### src/rtl/pacman_mover.sv
// Per-frame Pac-Man sprite motion: keycode turn buffer, clamped stepping inside the playfield, mouth animation.
// Every register updates once per frame_clk edge when enable is set; all of it holds when enable is low.
module pacman_mover #(
  parameter int X_CENTER    = 202,
  parameter int Y_CENTER    = 253,
  parameter int X_MIN       = 0,
  parameter int X_MAX       = 404,
  parameter int Y_MIN       = 0,
  parameter int Y_MAX       = 447,
  parameter int SIZE        = 13,
  parameter int STEP        = 1,
  parameter int HOLD_FRAMES = 8,
  parameter int ANIM_DIV    = 4
) (
  input  logic       frame_clk,
  input  logic       Reset,
  input  logic       enable,
  input  logic [7:0] keycode,
  output logic [9:0] BallX,
  output logic [9:0] BallY,
  output logic [9:0] BallS,
  output logic [1:0] dir,
  output logic       moving,
  output logic       turn_pending,
  output logic [1:0] anim_frame
);

  localparam logic [10:0] X_LO   = 11'(X_MIN + SIZE);
  localparam logic [10:0] X_HI   = 11'(X_MAX - SIZE);
  localparam logic [10:0] Y_LO   = 11'(Y_MIN + SIZE);
  localparam logic [10:0] Y_HI   = 11'(Y_MAX - SIZE);
  localparam logic [10:0] STEP11 = 11'(STEP);
  localparam logic [7:0]  HOLD8  = 8'(HOLD_FRAMES);
  localparam logic [7:0]  ANIM_LAST = 8'(ANIM_DIV - 1);

  localparam logic [1:0] D_RIGHT = 2'd0;
  localparam logic [1:0] D_LEFT  = 2'd1;
  localparam logic [1:0] D_DOWN  = 2'd2;
  localparam logic [1:0] D_UP    = 2'd3;

  typedef enum logic [1:0] {IDLE, MOVING, STOPPED} state_t;

  state_t     state, state_nxt;
  logic [1:0] pend_dir, pend_dir_nxt;
  logic [7:0] pend_cnt, pend_cnt_nxt;
  logic       turn_pending_nxt;
  logic [7:0] anim_cnt, anim_cnt_nxt;
  logic [1:0] anim_frame_nxt, dir_nxt;
  logic [10:0] x11, y11, x_nxt, y_nxt;
  logic       key_vld, live, turn_ok, cont_ok, move_vld;
  logic [1:0] key_dir, req_dir, move_dir;

  assign BallS  = 10'(SIZE);
  assign moving = (state == MOVING);
  assign x11    = {1'b0, BallX};
  assign y11    = {1'b0, BallY};

  function automatic logic blocked(input logic [1:0] d, input logic [10:0] x, input logic [10:0] y);
    case (d)
      D_RIGHT: blocked = (x == X_HI);
      D_LEFT:  blocked = (x == X_LO);
      D_DOWN:  blocked = (y == Y_HI);
      default: blocked = (y == Y_LO);
    endcase
  endfunction

  always_comb begin
    key_vld = 1'b1;
    key_dir = D_RIGHT;
    case (keycode)
      8'h07:   key_dir = D_RIGHT;
      8'h04:   key_dir = D_LEFT;
      8'h16:   key_dir = D_DOWN;
      8'h1A:   key_dir = D_UP;
      default: key_vld = 1'b0;
    endcase
  end

  always_comb begin
    live     = key_vld | (pend_cnt != 8'd0);
    req_dir  = key_vld ? key_dir : pend_dir;
    turn_ok  = live & ~blocked(req_dir, x11, y11);
    cont_ok  = (state == MOVING) & ~blocked(dir, x11, y11);
    move_vld = turn_ok | cont_ok;
    move_dir = turn_ok ? req_dir : dir;
    dir_nxt  = turn_ok ? req_dir : dir;

    // Distances shorter than STEP snap onto the limit instead of overshooting.
    x_nxt = x11;
    y_nxt = y11;
    if (move_vld) begin
      case (move_dir)
        D_RIGHT: x_nxt = (x11 + STEP11 >= X_HI) ? X_HI : x11 + STEP11;
        D_LEFT:  x_nxt = (x11 <= X_LO + STEP11) ? X_LO : x11 - STEP11;
        D_DOWN:  y_nxt = (y11 + STEP11 >= Y_HI) ? Y_HI : y11 + STEP11;
        default: y_nxt = (y11 <= Y_LO + STEP11) ? Y_LO : y11 - STEP11;
      endcase
    end

    state_nxt = state;
    if (move_vld)
      state_nxt = MOVING;
    else if (state == MOVING)
      state_nxt = STOPPED;

    pend_dir_nxt     = pend_dir;
    pend_cnt_nxt     = pend_cnt;
    turn_pending_nxt = turn_pending;
    if (turn_ok) begin
      pend_cnt_nxt     = 8'd0;
      turn_pending_nxt = 1'b0;
    end else if (key_vld) begin
      pend_dir_nxt     = key_dir;
      pend_cnt_nxt     = HOLD8;
      turn_pending_nxt = 1'b1;
    end else if (pend_cnt != 8'd0) begin
      pend_cnt_nxt     = pend_cnt - 8'd1;
      turn_pending_nxt = (pend_cnt != 8'd1);
    end

    // The mouth animates only on frames where the sprite actually moves.
    anim_cnt_nxt   = anim_cnt;
    anim_frame_nxt = anim_frame;
    if (move_vld) begin
      if (anim_cnt == ANIM_LAST) begin
        anim_cnt_nxt   = 8'd0;
        anim_frame_nxt = anim_frame + 2'd1;
      end else begin
        anim_cnt_nxt = anim_cnt + 8'd1;
      end
    end
  end

  always_ff @(posedge frame_clk or posedge Reset) begin
    if (Reset) begin
      BallX        <= 10'(X_CENTER);
      BallY        <= 10'(Y_CENTER);
      dir          <= D_RIGHT;
      state        <= IDLE;
      pend_dir     <= D_RIGHT;
      pend_cnt     <= 8'd0;
      turn_pending <= 1'b0;
      anim_cnt     <= 8'd0;
      anim_frame   <= 2'd0;
    end else if (enable) begin
      BallX        <= x_nxt[9:0];
      BallY        <= y_nxt[9:0];
      dir          <= dir_nxt;
      state        <= state_nxt;
      pend_dir     <= pend_dir_nxt;
      pend_cnt     <= pend_cnt_nxt;
      turn_pending <= turn_pending_nxt;
      anim_cnt     <= anim_cnt_nxt;
      anim_frame   <= anim_frame_nxt;
    end
  end

endmodule

### config.mk
export PLATFORM = sky130hd
export DESIGN_NAME = pacman_mover
export DESIGN_NICKNAME = d
export VERILOG_FILES = /design/src/rtl/pacman_mover.sv
export SDC_FILE = /design/constraint.sdc
export NUM_CORES = 1
export LEC_CHECK = 0
export CAP_MARGIN = 20
export CELL_PAD_IN_SITES_DETAIL_PLACEMENT = 1
export CELL_PAD_IN_SITES_GLOBAL_PLACEMENT = 2
export CORE_UTILIZATION = 33
export DETAILED_ROUTE_END_ITERATION = 6
export MAX_ROUTING_LAYER = met4
export PLACE_DENSITY = 0.88
export SLEW_MARGIN = 5
export SYNTH_ARGS = -nofsm -noshare
export SYNTH_HDL_FRONTEND = slang
export SYNTH_SLANG_ARGS = --single-unit
### constraint.sdc
create_clock -name frame_clk -period 3.89 [get_ports frame_clk]
set_clock_uncertainty 0.1 [all_clocks]
set_input_delay 0.778 -clock frame_clk [delete_from_list [all_inputs] [get_ports frame_clk]]
set_output_delay 0.778 -clock frame_clk [all_outputs]
set_load 0.1 [all_outputs]
* Word-level counts from Yosys, hierarchy flattened
Cells that the tools add are included.
** Operators by class
- Add/subtract/negate cells :: 7
- $lt $le $gt $ge :: 4
- Equal/unequal tests :: 17
- Multiplexer cells :: 21
- Bitwise operators :: 8
- Reduce and logical (&&, ||, !) cells :: 16
** Operator list (number)
- $mux W10 :: 4
- $pmux W10 S2 :: 2
- $mux W8 :: 4
- $add A10 B1 Y11 const B :: 2
- $ge A11 B9 Y1 const B :: 2
- $eq A10 B4 Y1 const B :: 2
- $eq A10 B9 Y1 const B :: 2
- $le A10 B4 Y1 const B :: 2
- $sub A10 B1 Y10 const B :: 2
- $eq A8 B3 Y1 const B :: 2
- $eq A8 B5 Y1 const B :: 2
- $reduce_and A3 Y1 :: 3
- $add A8 B1 Y8 const B :: 1
- $eq A2 B1 Y1 const B :: 4
- $eq A8 B2 Y1 const B :: 1
- $mux W2 :: 4
- $ne A8 B1 Y1 const B :: 1
- $reduce_and A2 Y1 :: 4
- $reduce_bool A8 Y1 :: 1
- $sub A8 B1 Y8 const B :: 1
- $eq A2 B2 Y1 const B :: 3
- $logic_not A2 Y1 :: 3
- $pmux W1 S3 :: 2
- $pmux W2 S3 :: 1
- 9 further kinds :: 18
** Word-level totals
- Bits in registers :: 45
- Bits of input ports :: 11
- Output and inout port bits :: 36
- Logic and storage cells :: 82

* Longest topological paths before layout
Gate-level depths: netlist of the first run.
- Word-level depth :: 13
- Gate-level depth with buffers :: 12
- Mapped depth without buffers :: 11

* Worst setup path before layout of the first run
Ideal clock, no wire load.
- Kind :: reg-to-reg
- Start :: reg BallX[0]
- End :: reg BallX[2]
- Setup time :: 0.065 ns
- Arrival time :: 3.412 ns
- Data required time :: 3.725 ns
- Path slack :: 0.314 ns
- Stages on the path, launching flop included :: 10
- Path buffers :: 0
- Period minus slack after synthesis :: 3.576 ns
- Cell sequence :: dfrtp_1 -> ha_1 -> nand3_1 -> and3_1 -> o311ai_2 -> a22oi_1 -> o31ai_1 -> nor2_1 -> a2111oi_0 -> a21o_1
** On the way
- Word-level cells in the longest chain between the ends :: 8
- Elaborated cells between the ends (all ways) :: 21
- Those cells by class :: add/sub: 2; order compare: 2; eq/ne: 3; mux: 6; bitwise: 5; reduce/logical: 3
** RTL lines
- from (decl) :: line 19 : output logic [9:0] BallX,
- from (signal assigned) :: line 136 : BallX <= 10'(X_CENTER);
- from (signal assigned) :: line 146 : BallX <= x_nxt[9:0];
- parallel branches: the longest is 8 deep, another holds $add A10 B1 Y11
Several ways; the timed one is not identified.
A chain may end at the register's enable or synchronous reset.

* Worst setup path in the final report of the first run
- Start :: in keycode[2]
- End :: reg BallX[2]
** On the way
- Word-level cells in the longest chain between the ends :: 12
- Elaborated cells between the ends (all ways) :: 22
- Those cells by class :: eq/ne: 7; mux: 6; bitwise: 4; reduce/logical: 5
** RTL lines
- from (decl) :: line 18 : input logic [7:0] keycode,
- $eq A8 B5 Y1 or $eq A8 B3 Y1 (tied branches) :: line 70 : case (keycode)
- $reduce_or A4 Y1 (no source line)
- $mux W1 :: line 70
- $mux W2
- $eq A2 B2 Y1 (tied with other cells) :: line 59 : case (d)
- $pmux W1 S3 :: line 59
- $not A1 Y1 :: line 82 : turn_ok = live & ~blocked(req_dir, x11, y11);
- $and A1 B1 Y1 :: line 82
- $mux W2
- $eq A2 B1 Y1 or $logic_not A2 Y1 (tied branches) :: line 92 : case (move_dir)
- $reduce_bool A2 Y1 (no source line)
- $reduce_and A3 Y1 (no source line)
Parallel ways exist; a longest one is shown, timed or not.

==> results of run 1 <==
[placed cells by master, fill, tap and decap left out, types with 13 or more instances in the layout]
master           synthesis  final
buf_4                   13     23
clkdlybuf4s50_1          0     28
nor3_1                  13     13
a21oi_1                 23     23
nand2_1                 37     37
dfrtp_1                 34     34
o21ai_0                 30     30
inv_1                   18     17
nor2_1                  34     34
nand3_1                 19     19
[power by group through the flow]
stage | combinational (uW) | sequential (uW) | clock (uW)
2_1_floorplan | 1400 | 1510 | 0
3_3_place_gp | 2500 | 963 | 0
3_5_place_dp | 2550 | 973 | 0
4_1_cts | 2560 | 964 | 397
5_1_grt | 2760 | 1010 | 410
6_report | 2550 | 964 | 379
[routing by layer]
layer | vias up | GRT usage, % | share of wire [%]
li1 | 1641 | - | -
met4 | 0 | 2.78 | 0.91
met3 | 9 | 2.45 | 3.0
met2 | 60 | 32.9 | 49
met5 | - | - | 0
met1 | 1659 | 23.8 | 47
[metrics by stage]
stage	worst slack [ns]	TNS (ns)	total power, uW	util (%)
3_3_place_gp	0.134	0	3460	38.8
2_1_floorplan	0.314	0	2910	-
4_1_cts	0.298	0	3920	40.0
5_1_grt	0.0243	0	4180	40.2
3_5_place_dp	-0.0126	-0.0126	3520	38.8
6_report	0.279	0	3890	40.2
[flip-flops by register name (all words and copies together) (netlist names)]
register      count
pend_cnt          8
anim_frame        2
dir               2
pend_dir          2
state             2
anim_cnt          8
BallY            10
BallX            10
turn_pending      1
[final cells by class]
class	instances	area, um^2
Multi-Input combinational cell	341	2200
Sequential cell	45	1140
Inverter	18	67.6
Clock inverter	3	50.0
Fill cell	1241	6230
Tap cell	136	170
Timing Repair Buffer	53	493
Clock buffer	5	68.8
[final timing paths]
check | end | cells past startpoint
setup / recovery | BallX[2]$_DFFE_PP0P_ | 9
hold / removal | anim_cnt[7]$_DFFE_PP0P_ | 1
setup reg to reg | BallX[2]$_DFFE_PP0P_ | 9
hold reg to reg | anim_cnt[7]$_DFFE_PP0P_ | 1
max in group asynchronous | BallY[0]$_DFFE_PP1P_ | 3
min in group asynchronous | anim_frame[0]$_DFFE_PP0P_ | 2
[worst reg2reg max path: cells and delay by family, from the launching register on]
family                 cells  cell delay [ns]
AOI/OAI and AO/OA          3             1.13
and+or+nand+nor            5             1.12
DFF                        1             0.68
buffers and inverters      1             0.21
[cell families (layout without fill, tap and decap cells)]
kind of cell | after synthesis | after routing | share of synthesized area (%)
AND/OR/NAND/NOR | 169 | 169 | 25.3
XOR/XNOR | 18 | 18 | 4.41
buffers and inverters | 52 | 79 | 7.46
flip-flops | 45 | 45 | 31.9
other | 2 | 10 | 0.210
multiplexers | 5 | 5 | 1.51
AO/OA/AOI/OAI | 128 | 128 | 25.4
adder cells (fa/ha/maj) | 11 | 11 | 3.85
==> results.toml, run 1 <==
[cells_and_area]
layout-drive-gt1-share_pct = 13.3
stdcell_count = 601
final_area_mm2 = 0.00419
n_antenna_cell = 0
area_growth_pct = 17.2
fin_nets = 486

[global_routing]
grt_overflow = 0
antenna_found_initial = 0
grt_pass1_wl_um = 17100
grt_max_degree = 46
first_global_vias = 3501
grtUsageTotal_pct = 18.9

[timing]
period_share_pct = 92.8
worst_pin_slew_ns = 0.982
period_minus_slack_ns = 3.61
rsz0062_at_grt = "false"
maxSlewHeadroom_pct = 34.3
hold_viol = 0
slew_violations = 0
whs_ns = 0.382
setup_viol = 0
clock.fmax_mhz = 277

[cts]
cts_max_level = 2
ctsHoldBuffers = 0
numCtsBuffers = 5
cts-root-buf = "clkbuf_8"
clock_sinks = 45
path_clk_slew_ns = 0.10
post_cts_buffers = 0
post_cts_resized = 0
cts_buffer_depth = 2
cts_tree = "yes"
clk_latency_ns = 0.30

[yosys]
ys_top_cells_by_count = "nand2_1 (37), dfrtp_1 (34), nor2_1 (34)"
yosysTopAreaCell = "dfrtp_1"
syn_inst = 430
synth_edf_count = 0
syn_area_mm2 = 0.00357
yosys_register_bits = 45
synth_area_leaders = "dfrtp_1 (24%), dfstp_2 (8.1%), o21ai_0 (4.2%), nand2_1 (3.9%), ha_1 (3.9%)"
ys_types = 73
synth_top_area_share_pct = 23.8
yosys_warnings = 0
yosysMostFrequentCell = "nand2_1"
synth_ff_type = "dfrtp_1"
async_reset_ff_share_pct = 100
syn_avg_cell_area_um2 = 8.31
yosysSeqAreaShare_pct = 31.9

[hold_path]
hold_start = "anim_cnt[7]$_DFFE_PP0P_"
hold_path_class = "reg -> reg"

[power]
p_leak_uw = 0.00167
max-vdd-ir-drop_uv = 387
swShare_pct = 56.7
clkPwrFrac_pct = 9.7
powerDensity_mw_per_mm2 = 930
p_comb_share_pct = 65.5
p_sw_uw = 2210
p_seq_share_pct = 24.8
internal_power_uw = 1690

[drt]
post_drt_wl_per_cell_um = 16.5
drt_iter0_markers = 173
wl_um = 9900
vias_per_cell = 5.61
drt_pass1_iterations = 6
vias = 3369
drc_errors = 0
detail-route-antenna-nets = 0

[critical_path]
cp.required_ns = 4.04
worstReg2RegStart = "BallY[4]$_DFFE_PP1P_"
path_max_fanout = 12
setup.worst_path.start_class = "primary input"
cpMaxStageDelayCell = "clkdlybuf4s50_1"
cp-end-kind = "flip-flop"
crit_arrival_ns = 3.76
path_cells = "clkdlybuf4s50_1 -> nor3b_1 -> a21boi_0 -> o31ai_2 -> nand3_1 -> and3_1 -> o32a_1 -> a2111oi_0 -> a21o_1"
timing_worst_setup_path_type = "in -> reg"
worstSetupStartpoint = "keycode[2]"
reg2reg_slack_ns = 0.61
critical-path-top-delay-family = "compound AO/OA/AOI/OAI gates"
max_stage_delay_ns = 0.52
cp_num_buf_inv = 1

[floorplan]
die_y_um = 106
core-area_mm2 = 0.0104
ios = 47
die_w_um = 106
start_util_pct = 34.3
std_cell_rows = 37
die-area_mm2 = 0.0112

[placed_design]
hpwl_um = 7400
gp_congestion = 0.907
postPlaceCellArea_mm2 = 0.00405
dp_cells = 592
io_buffers = 36

[job]
drv_cap = 0

[status]
status = "completed"
(Power assumes the default switching activity.)
==> run 2: changes to the inputs <==
--- a/config.mk
+++ b/config.mk
@@ -5,10 +5,11 @@
 export SDC_FILE = /design/constraint.sdc
 export NUM_CORES = 1
 export LEC_CHECK = 0
+export ABC_AREA = 1
 export CAP_MARGIN = 20
 export CELL_PAD_IN_SITES_DETAIL_PLACEMENT = 1
 export CELL_PAD_IN_SITES_GLOBAL_PLACEMENT = 2
-export CORE_UTILIZATION = 33
+export CORE_UTILIZATION = 31
 export DETAILED_ROUTE_END_ITERATION = 6
 export MAX_ROUTING_LAYER = met4
 export PLACE_DENSITY = 0.88
==> run 2 against run 1 <==
The flow now finishes with violations (design-rule violations). First-iteration DRC count down 29%. Maximum frequency up 19%. Hold slack better by 0.0069 ns. Non-clock buffer count down 14. Cell count up 20%. Wire length up 5.3%. Utilization down 2.8 points. Via count up 5.8%. Die area up 11%. Global-route usage down 0.73 points. Synthesized cell count up 27%. Largest cell class unchanged.
==> results.toml, run 2 <==
[floorplan]
die-area_mm2 = 0.0124
core-area_mm2 = 0.0116
start_util_pct = 32.1
std_cell_rows = 39
die_w_um = 111
ios = 47
die_y_um = 111

[cts]
cts_buffer_depth = 2
ctsHoldBuffers = 0
numCtsBuffers = 5
post_cts_resized = 0
post_cts_buffers = 0
clk_latency_ns = 0.29
cts-root-buf = "clkbuf_16"
clock_sinks = 45
path_clk_slew_ns = 0.06
cts_max_level = 2
cts_tree = "yes"

[placed_design]
io_buffers = 36
hpwl_um = 8150
gp_congestion = 0.832
dp_cells = 712

[yosys]
synth_area_leaders = "dfrtp_1 (23%), nand2_1 (15%), nand3_1 (8.1%), dfstp_2 (7.8%), inv_1 (6.9%)"
yosysMostFrequentCell = "nand2_1"
yosys_warnings = 0
synth_top_area_share_pct = 22.9
syn_avg_cell_area_um2 = 6.83
yosysTopAreaCell = "dfrtp_1"
ys_types = 41
async_reset_ff_share_pct = 100
synth_ff_type = "dfrtp_1"
yosysSeqAreaShare_pct = 30.7
yosys_register_bits = 45
synth_edf_count = 0
syn_inst = 544
syn_area_mm2 = 0.00372
ys_top_cells_by_count = "nand2_1 (152), inv_1 (68), nand3_1 (60)"

[cells_and_area]
area_growth_pct = 16.4
final_cell_mix = "nand2_1 (152), inv_1 (67), nand3_1 (60), nor2_1 (39), dfrtp_1 (34)"
fin_nets = 599
stdcell_count = 721
layout-drive-gt1-share_pct = 13.0
n_antenna_cell = 0
final_common_cell = "nand2_1"
reg.largest.list = "BallX (10), BallY (10)"

[critical_path]
path_max_fanout = 12
max_stage_delay_ns = 0.50
cp_num_buf_inv = 2
critical-path-top-delay-family = "simple AND/OR/NAND/NOR gates"
r2r-end = "BallX[3]$_DFFE_PP1P_"
cpMaxStageDelayCell = "clkdlybuf4s50_1"
reg2reg_slack_ns = 1.15
cp-end-kind = "flip-flop"
critPathMostFrequentCell = "nand2_1"
timing_worst_setup_path_type = "in -> reg"
r2r_cells = 14
setup.worst_path.start_class = "primary input"
worstReg2RegStart = "BallY[7]$_DFFE_PP1P_"
cp.required_ns = 4.02
crit_arrival_ns = 3.16
path_cells = "clkdlybuf4s50_1 -> inv_1 -> nand2_2 -> nand2_1 -> nand3_2 -> nand2_1 -> nor3_2 -> a21oi_4 -> nand2_4 -> nand2_2 -> nand2_2 -> nand2_1 -> nand2_1 -> nand3_1 -> nand2_1"

[global_routing]
grt_pass1_wl_um = 17800
grtUsageTotal_pct = 18.1
antenna_found_initial = 0
first_global_vias = 3670
grt_max_degree = 46
grt_overflow = 0

[drt]
wl_met1_um = 5030
vias = 3565
dr_wl_met3_um = 262
wl_um = 10400
vias_per_cell = 4.94
met2_length_um = 5040
drt_iter0_markers = 122
drc_errors = 5
routed.top_layer = "met4"
drt_pass1_iterations = 7
post_drt_wl_per_cell_um = 14.4
detail-route-antenna-nets = 0

[job]
drv_cap = 0

[hold_path]
hold_end = "turn_pending$_DFFE_PP0P_"
hold_path_depth = 2
hold_start = "turn_pending$_DFFE_PP0P_"
hold_path_class = "reg -> reg"

[timing]
period_minus_slack_ns = 3.03
worst_pin_slew_ns = 0.972
setup_viol = 0
rsz0062_at_grt = "false"
maxSlewHeadroom_pct = 35.0
slew_violations = 0
hold_viol = 0
tns_ns = 0
period_share_pct = 78.0
clock.fmax_mhz = 330

[status]
status = "finished, violations left"
failed_checks = "design-rule violations"
run 2: cell types whose count changed in the layout (fill, tap and decap cells not counted), sizes merged, moves of 7 or more:
cell   before  now
xor2        7   18
nand2      37  167
nand3      19   63
nor2b       7    0
and3        8    0
nor2       34   52
xnor2      11    3
or3         8    0
a21oi      23   12
inv        19   79
buf        25    7
run 2: worst reg2reg max path, delay by kind of cell (launching register included):
| kind | cells | cell delay (ns) |
|---|---|---|
| DFF | 1 | 0.60 |
| and+or+nand+nor | 14 | 1.98 |
run 2: cell type report:
cell class | count | area [um^2]
inverter | 79 | 297
multi-input combinational | 407 | 2150
clock inverter | 1 | 30.0
timing repair buffer | 39 | 385
clock buffer | 7 | 143
sequential | 45 | 1140
tap | 143 | 179
fill | 1487 | 7240
run 2: cells by family (layout without fill, tap and decap cells):
group / count (synthesis) / after routing / synth area share (%)
AND/OR/NAND/NOR: 308 / 308 / 38.6
buffers and inverters: 100 / 126 / 12.2
other: 2 / 10 / 0.202
adder cells (fa/ha/maj): 11 / 11 / 3.70
flip-flops: 45 / 45 / 30.7
XOR/XNOR: 21 / 21 / 4.95
AO/OA/AOI/OAI: 57 / 57 / 9.73
run 2: worst max-delay path by stage:
| stage | startpoint | depth (start not counted) | endpoint | slack (ns) |
|---|---|---|---|---|
| floorplan | BallX[0]$_DFFE_PP0P_ | 12 | BallX[0]$_DFFE_PP0P_ | 1.0 |
| global placement | keycode[1] | 14 | BallX[4]$_DFFE_PP0P_ | 0.67 |
| detailed placement | keycode[4] | 14 | BallX[5]$_DFFE_PP0P_ | 0.59 |
| CTS | keycode[3] | 15 | BallX[3]$_DFFE_PP1P_ | 0.82 |
| global route | keycode[3] | 15 | BallX[3]$_DFFE_PP1P_ | 0.55 |
| finish | keycode[3] | 15 | BallX[3]$_DFFE_PP1P_ | 0.86 |
run 2: stage by stage:
| stage | hold WS (ns) | area (um^2) | worst slack, ns | utilization (%) |
|---|---|---|---|---|
| 2_1_floorplan | 0.342 | 3750 | 0.995 | - |
| 3_3_place_gp | 0.356 | 4130 | 0.673 | 35.7 |
| 4_1_cts | 0.392 | 4310 | 0.818 | 37.2 |
| 3_5_place_dp | 0.375 | 4130 | 0.590 | 35.7 |
| 5_1_grt | 0.429 | 4330 | 0.548 | 37.4 |
| 6_report | 0.389 | 4330 | 0.857 | 37.4 |
run 2: layer usage:
metal | vias up | track usage [%]
met3 | 8 | 2.50
met5 | - | -
met1 | 1738 | 22.8
met2 | 40 | 31.0
li1 | 1779 | -
met4 | 0 | 3.78
Power of run 2 is left out: the tool's default activity adds up to more than one toggle a clock period on the data nets, which glitch-free logic cannot reach.
